`src/rtl/spi_slave_core.sv`:
```
// SPI mode-0 target running entirely on ACLK: sclk/cs/mosi are oversampled,
// rx words leave on a valid/ready port, tx words come from a one-entry buffer.
module spi_slave_core #(
  parameter int                    DATA_WIDTH  = 8,
  parameter int                    SYNC_STAGES = 2,
  parameter logic [DATA_WIDTH-1:0] DEFAULT_TX  = {DATA_WIDTH{1'b1}}
) (
  input  logic                  ACLK,
  input  logic                  ARESETN,
  input  logic                  sclk,
  input  logic                  cs,
  input  logic                  mosi,
  output logic                  miso,
  output logic                  miso_oe,
  input  logic [DATA_WIDTH-1:0] tx_data,
  input  logic                  tx_valid,
  output logic                  tx_ready,
  output logic [DATA_WIDTH-1:0] rx_data,
  output logic                  rx_valid,
  input  logic                  rx_ready,
  output logic                  busy,
  output logic                  frame_done,
  output logic                  frame_abort,
  output logic                  tx_underrun,
  output logic                  rx_overrun
);

  localparam int CNT_W = (DATA_WIDTH > 2) ? $clog2(DATA_WIDTH) : 1;
  localparam logic [CNT_W-1:0] LAST_BIT = CNT_W'(DATA_WIDTH - 1);

  typedef enum logic {IDLE, ACTIVE} state_t;

  state_t                  state;
  logic [CNT_W-1:0]        bit_cnt;
  logic [SYNC_STAGES-1:0]  sclk_sync, cs_sync, mosi_sync;
  logic                    sclk_q, cs_q, cs_armed;
  logic [DATA_WIDTH-1:0]   tx_shift, rx_shift, tx_buf;
  logic                    tx_full;

  logic                    sclk_s, cs_s, mosi_s;
  logic                    sclk_rise, sclk_fall, cs_fall, cs_rise;
  logic                    do_load, word_done, tx_push;
  logic [DATA_WIDTH-1:0]   load_word, rx_word;

  // Handshakes: a transfer happens on any ACLK edge where valid && ready;
  // valid must hold its data until that edge, ready may change freely.
  assign tx_ready = ~tx_full;
  assign busy     = (state == ACTIVE);

  // cs_armed stays low until cs has been seen high, so a cs held low
  // through reset release cannot start a frame.
  always_comb begin
    sclk_s    = sclk_sync[SYNC_STAGES-1];
    cs_s      = cs_sync[SYNC_STAGES-1];
    mosi_s    = mosi_sync[SYNC_STAGES-1];
    sclk_rise = sclk_s & ~sclk_q;
    sclk_fall = ~sclk_s & sclk_q;
    cs_fall   = ~cs_s & cs_q & cs_armed;
    cs_rise   = cs_s & ~cs_q;
    tx_push   = tx_valid & ~tx_full;
    load_word = tx_full ? tx_buf : DEFAULT_TX;
    rx_word   = {rx_shift[DATA_WIDTH-2:0], mosi_s};
    do_load   = ((state == IDLE) && cs_fall) ||
                ((state == ACTIVE) && !cs_rise && sclk_fall && (bit_cnt == '0));
    word_done = (state == ACTIVE) && !cs_rise && sclk_rise && (bit_cnt == LAST_BIT);
  end

  always_ff @(posedge ACLK) begin
    if (!ARESETN) begin
      state       <= IDLE;
      bit_cnt     <= '0;
      sclk_sync   <= '0;
      cs_sync     <= '0;
      mosi_sync   <= '0;
      sclk_q      <= 1'b0;
      cs_q        <= 1'b1;
      cs_armed    <= 1'b0;
      tx_shift    <= '0;
      rx_shift    <= '0;
      tx_buf      <= '0;
      tx_full     <= 1'b0;
      miso        <= 1'b0;
      miso_oe     <= 1'b0;
      rx_data     <= '0;
      rx_valid    <= 1'b0;
      frame_done  <= 1'b0;
      frame_abort <= 1'b0;
      tx_underrun <= 1'b0;
      rx_overrun  <= 1'b0;
    end else begin
      sclk_sync   <= {sclk_sync[SYNC_STAGES-2:0], sclk};
      cs_sync     <= {cs_sync[SYNC_STAGES-2:0], cs};
      mosi_sync   <= {mosi_sync[SYNC_STAGES-2:0], mosi};
      sclk_q      <= sclk_s;
      cs_q        <= cs_s;
      if (cs_s) cs_armed <= 1'b1;
      frame_done  <= 1'b0;
      frame_abort <= 1'b0;
      tx_underrun <= 1'b0;
      rx_overrun  <= 1'b0;

      // A push in the same cycle as a load refills the buffer for the next word.
      if (do_load) begin
        tx_shift <= load_word;
        miso     <= load_word[DATA_WIDTH-1];
        if (tx_full) tx_full <= 1'b0;
        else         tx_underrun <= 1'b1;
      end
      if (tx_push) begin
        tx_full <= 1'b1;
        tx_buf  <= tx_data;
      end

      if (word_done) begin
        if (!rx_valid || rx_ready) begin
          rx_data  <= rx_word;
          rx_valid <= 1'b1;
        end else begin
          rx_overrun <= 1'b1;
        end
      end else if (rx_valid && rx_ready) begin
        rx_valid <= 1'b0;
      end

      case (state)
        IDLE: begin
          if (cs_fall) begin
            state    <= ACTIVE;
            bit_cnt  <= '0;
            rx_shift <= '0;
            miso_oe  <= 1'b1;
          end
        end
        ACTIVE: begin
          if (cs_rise) begin
            state   <= IDLE;
            miso_oe <= 1'b0;
            miso    <= 1'b0;
            bit_cnt <= '0;
            if (bit_cnt == '0) frame_done  <= 1'b1;
            else               frame_abort <= 1'b1;
          end else if (sclk_rise) begin
            rx_shift <= rx_word;
            bit_cnt  <= (bit_cnt == LAST_BIT) ? '0 : bit_cnt + CNT_W'(1);
          end else if (sclk_fall && (bit_cnt != '0)) begin
            tx_shift <= tx_shift << 1;
            miso     <= tx_shift[DATA_WIDTH-2];
          end
        end
        default: state <= IDLE;
      endcase
    end
  end

endmodule

```
`config.mk`:
```
export PLATFORM = sky130hd
export DESIGN_NAME = spi_slave_core
export DESIGN_NICKNAME = d
export VERILOG_FILES = /design/src/rtl/spi_slave_core.sv
export SDC_FILE = /design/constraint.sdc
export NUM_CORES = 1
export LEC_CHECK = 0
export CELL_PAD_IN_SITES_DETAIL_PLACEMENT = 0
export CELL_PAD_IN_SITES_GLOBAL_PLACEMENT = 2
export CORE_AREA = 2 2 81 83
export CTS_CLUSTER_DIAMETER = 100
export CTS_CLUSTER_SIZE = 10
export DETAILED_ROUTE_END_ITERATION = 16
export DIE_AREA = 0 0 83 85
export MAX_ROUTING_LAYER = met4
export PLACE_DENSITY = 0.83
export SYNTH_ARGS = -nofsm -noshare
export SYNTH_HDL_FRONTEND = slang
export SYNTH_SLANG_ARGS = --single-unit
```
`constraint.sdc`:
```
create_clock -name ACLK -period 4.2 [get_ports ACLK]
set_clock_uncertainty 0.2 [all_clocks]
set_input_delay 0.63 -clock ACLK [delete_from_list [all_inputs] [get_ports ACLK]]
set_output_delay 0.63 -clock ACLK [all_outputs]
set_load 0.01 [all_outputs]
```
==> impl_metrics.toml <==
[clocking]
clk_latency_ns = 0.30
cts_tree = "done"
cts_hold_buf = 0
clock_path_buffers = 2
cts-resized-gates = 0
htreeDepth = 2
clk_pin_slew_ns = 0.09
cts_root_buf = "clkbuf_8"
post-cts-setup-buffers = 0
numCtsBuffers = 5
clock-sinks = 51

[sta]
final_hold_viol_count = 0
post-route-min-period_ns = 2.512
setup-tns-final_ns = 0
tightest_slew_ns = 0.6218
maxSlewViolCount = 0
finalSetupViolations = 0
rsz0062_at_grt = "no"
post-route-period-util_pct = 59.81
relSlewSlack_pct = 58.49
fmax_mhz = 398.1

[drt]
vias_per_cell = 4.739
drc = 0
num_vias = 1564
ant_nets = 0
firstDrtPassIters = 4
wirelength_mm = 3.932
drt_iter0_drc = 75
wl_per_cell_microns = 11.92

[setup_path]
path_max_fanout = 18
worstPathCellList = "clkdlybuf4s50_1"
endpoint_kind = "primary output"
slowest_delay_ns = 0.73
critPathTopFamily = "flip-flops"
required_ns = 3.37
worstPathArrival_ns = 1.68
critPathLaunchType = "flip-flop"
path_class = "reg -> out"
cp_slowest_cell = "dfxtp_1"
r2r_cells = 4
worst-path-stages = 1
critPathBufInv = 1

[global_routing]
grt_pass1_wl_mm = 6.699
antenna_found_initial = 0
track_usage_pct = 12.10
grt_pass1_vias = 1451
grt_max_degree = 39
grt.overflow.total = 0

[place]
hpwl_mm = 2.788
gp_congestion = 0.7384
place_inst = 322
portBuffers = 31

[layout]
nets = 270
final_layout_size_suffix_gt1_share_pct = 5.929
antenna_cells = 0
n_fill_cell = 615
final_cell_mix = "51 x dfxtp_1, 38 x nand2_1, 31 x clkdlybuf4s50_1"
synthToLayoutAreaGrowth_pct = 21.27
final_common_cell = "dfxtp_1"
final_cells = 330

[pwr]
leakage_uw = 0.0008960
power.density_nw_per_um2 = 339.7
irDropWorstVdd_v = 0.0001431

[die]
row_count = 29
start_util_pct = 34.04
die_w_microns = 83
die-area_sq_um = 7055
ios = 32
core_sq_um = 6205
die_y_microns = 85

[logic_synthesis]
synthesis.nets = 243
netlist_instances = 225
ys_ff_latch = 51
yosys.area.top_type = "dfxtp_1"
synth_warnings = 0
synth.area.top_cells = "dfxtp_1 48%, nand2_1 6.8%, mux2i_1 6.6%"
synth.yosys.seq_area_share_pct = 48.34
synth_area_sq_um = 2112
synth.distinct_cells = 40
syn_area_per_cell_sq_um = 9.387
synth_top_area_share_pct = 48.34

[job]
max_cap_viol_count = 0

[status]
outcome = "finished, final reports clean"

[hold_path]
hp-class = "reg -> reg"
holdPathStages = 1
per-stage QoR:
| step | area (sq um) | hold WS [ns] | power, uW | util, % | worst slack (ns) |
|---|---|---|---|---|---|
| after floorplan | 2112 | 0.2119 | 562.7 | - | 2.491 |
| after global placement | 2466 | 0.2150 | 588.8 | 39.75 | 1.825 |
| after detailed placement | 2466 | 0.2226 | 589.1 | 39.75 | 1.777 |
| final | 2561 | 0.2402 | 870.0 | 41.28 | 1.688 |
| after CTS | 2561 | 0.2451 | 883.6 | 41.28 | 1.683 |
| after global routing | 2561 | 0.2704 | 909.5 | 41.28 | 1.612 |
synthesized netlist by cell type (all sizes together):
cell	number
a2111o	1
a211oi	2
a21boi	10
a21o	1
a21oi	5
a31o	1
a31oi	1
a32oi	2
and2	14
and2b	1
and3	2
and4bb	2
buf	5
clkbuf	7
dfxtp	51
ha	3
inv	9
mux2i	14
nand2	38
nand2b	3
nand3	4
nand4	3
nand4bb	1
nor2	10
nor2b	15
nor3	7
nor3b	1
o21a	1
o21ai	3
o31ai	2
o32ai	6
worst paths after layout:
path                            startpoint          end  slack (ns)
worst min register to register  cs_sync[0]   cs_sync[1]        0.24
worst max register to register        busy  tx_shift[4]        2.16
worst min-delay path            cs_sync[0]   cs_sync[1]        0.24
worst max-delay path                  busy         busy        1.69
layout make-up:
class	count	area, sq um	share of cell area (%)
Timing Repair Buffer	32	317.8	12.41
Tap cell	77	96.34	3.762
Sequential cell	51	1021	39.86
Clock inverter	1	8.758	0.3420
Multi-Input combinational cell	153	997.2	38.93
Inverter	9	33.78	1.319
Clock buffer	7	86.33	3.371
power by group:
part	internal [uW]	switching, uW	leakage (uW)	total [uW]
sequential	498	11.7	0.000415	510
clock	135	158	0.0000484	293
combinational	34.4	32.7	0.000433	67.1
layer usage:
metal  GRT usage [%]  part of all wire [%]  wire (microns)
met5               -                     0               0
met4           4.471                   1.4              55
met3           3.016                   3.8             148
met2           18.84                    45            1766
met1           15.28                    50            1962
flip-flops by register name, indices dropped and copies added (netlist names), 2 cells and up:
signal / cells
bit_cnt: 3
tx_shift: 7
rx_data: 8
sclk_sync: 2
tx_buf: 8
rx_shift: 7
cs_sync: 2
mosi_sync: 2
kinds of logic (layout without fill, tap and decap cells):
logic type               after synthesis  after routing  share of synthesized area, %
AND/OR/NAND/NOR                      101            101                         25.30
AO/OA/AOI/OAI                         35             35                         13.51
adder cells (fa/ha/maj)                3              3                         1.777
multiplexers                          14             14                         6.635
buffers and inverters                 21             49                         4.443
flip-flops                            51             51                         48.34
worst register-to-register path, cell delays in order, from the launching register on:
cell and delay [ns]:
dfxtp_1 0.73, and4bb_4 0.35, a31oi_4 0.30, nor3_1 0.10, o32ai_1 0.27
Power figures use the tool's default switching activity.
==> patch: new RTL, same flow settings <==
`DATA_WIDTH`: 8 -> 16.
--- a/src/rtl/spi_slave_core.sv
+++ b/src/rtl/spi_slave_core.sv
@@ -1,7 +1,7 @@
 // SPI mode-0 target running entirely on ACLK: sclk/cs/mosi are oversampled,
 // rx words leave on a valid/ready port, tx words come from a one-entry buffer.
 module spi_slave_core #(
-  parameter int                    DATA_WIDTH  = 8,
+  parameter int                    DATA_WIDTH  = 16,
   parameter int                    SYNC_STAGES = 2,
   parameter logic [DATA_WIDTH-1:0] DEFAULT_TX  = {DATA_WIDTH{1'b1}}
 ) (
Ports: changed (resized rx_data and tx_data); port bits go from 32 to 48. No check against the original RTL was run, so the function may have changed too.
==> patch against the unedited design <==
- the run now fails in 3_3_place_gp
- synthesized area increased by 58%
==> patch: results (changes against the unedited design) <==
[status]
run_status=aborted with a tool error  ; was complete, no violations
fail_step=3_3_place_gp
error_message=[ERROR GPL-0301] Utilization 103.604 % exceeds 100%.

[logic_synthesis]
syn_inst=354  ; was 225
number_of_different_library_cells_in_the_post_synthesis_netlist=39  ; was 40
ys_ff_latch=84  ; was 51
synth_compound_area_share_pct=18.2  ; was 13.5%
yosys.area_share.adder_pct=0.749  ; was 1.78%
synthXorXnorAreaFrac_pct=0  ; unchanged
yosys-mux-area-fraction_pct=4.79  ; was 6.64%
ys_async_sr_fraction_pct=0  ; unchanged
post_syn_nets=379  ; was 243
synth-seq-area-share_pct=50.3  ; was 48.3%
synthTopCellsByCount=84 x sky130_fd_sc_hd__dfxtp_1, 68 x sky130_fd_sc_hd__nand2_1, 44 x sky130_fd_sc_hd__a21boi_0, 21 x sky130_fd_sc_hd__nor2b_1, 19 x sky130_fd_sc_hd__nand3_1  ; was 51 x sky130_fd_sc_hd__dfxtp_1, 38 x sky130_fd_sc_hd__nand2_1, 15 x sky130_fd_sc_hd__nor2b_1, 14 x sky130_fd_sc_hd__mux2i_1, 11 x sky130_fd_sc_hd__and2_1
yosys_warnings=0  ; unchanged
synth_top_cells_by_area=sky130_fd_sc_hd__dfxtp_1 50%, sky130_fd_sc_hd__a21boi_0 9.9%, sky130_fd_sc_hd__nand2_1 7.6%  ; was sky130_fd_sc_hd__dfxtp_1 48%, sky130_fd_sc_hd__nand2_1 6.8%, sky130_fd_sc_hd__mux2i_1 6.6%

[die]
std_cell_rows=29  ; unchanged

[placed_design]
place.port_buffers=47  ; was 31

patch: cell families after synthesis:
kind of cell | Yosys count
adders and majority gates | 2
DFF | 84
and+or+nand+nor | 138
buffers and inverters | 32
AOI/OAI and AO/OA | 82
muxes | 16
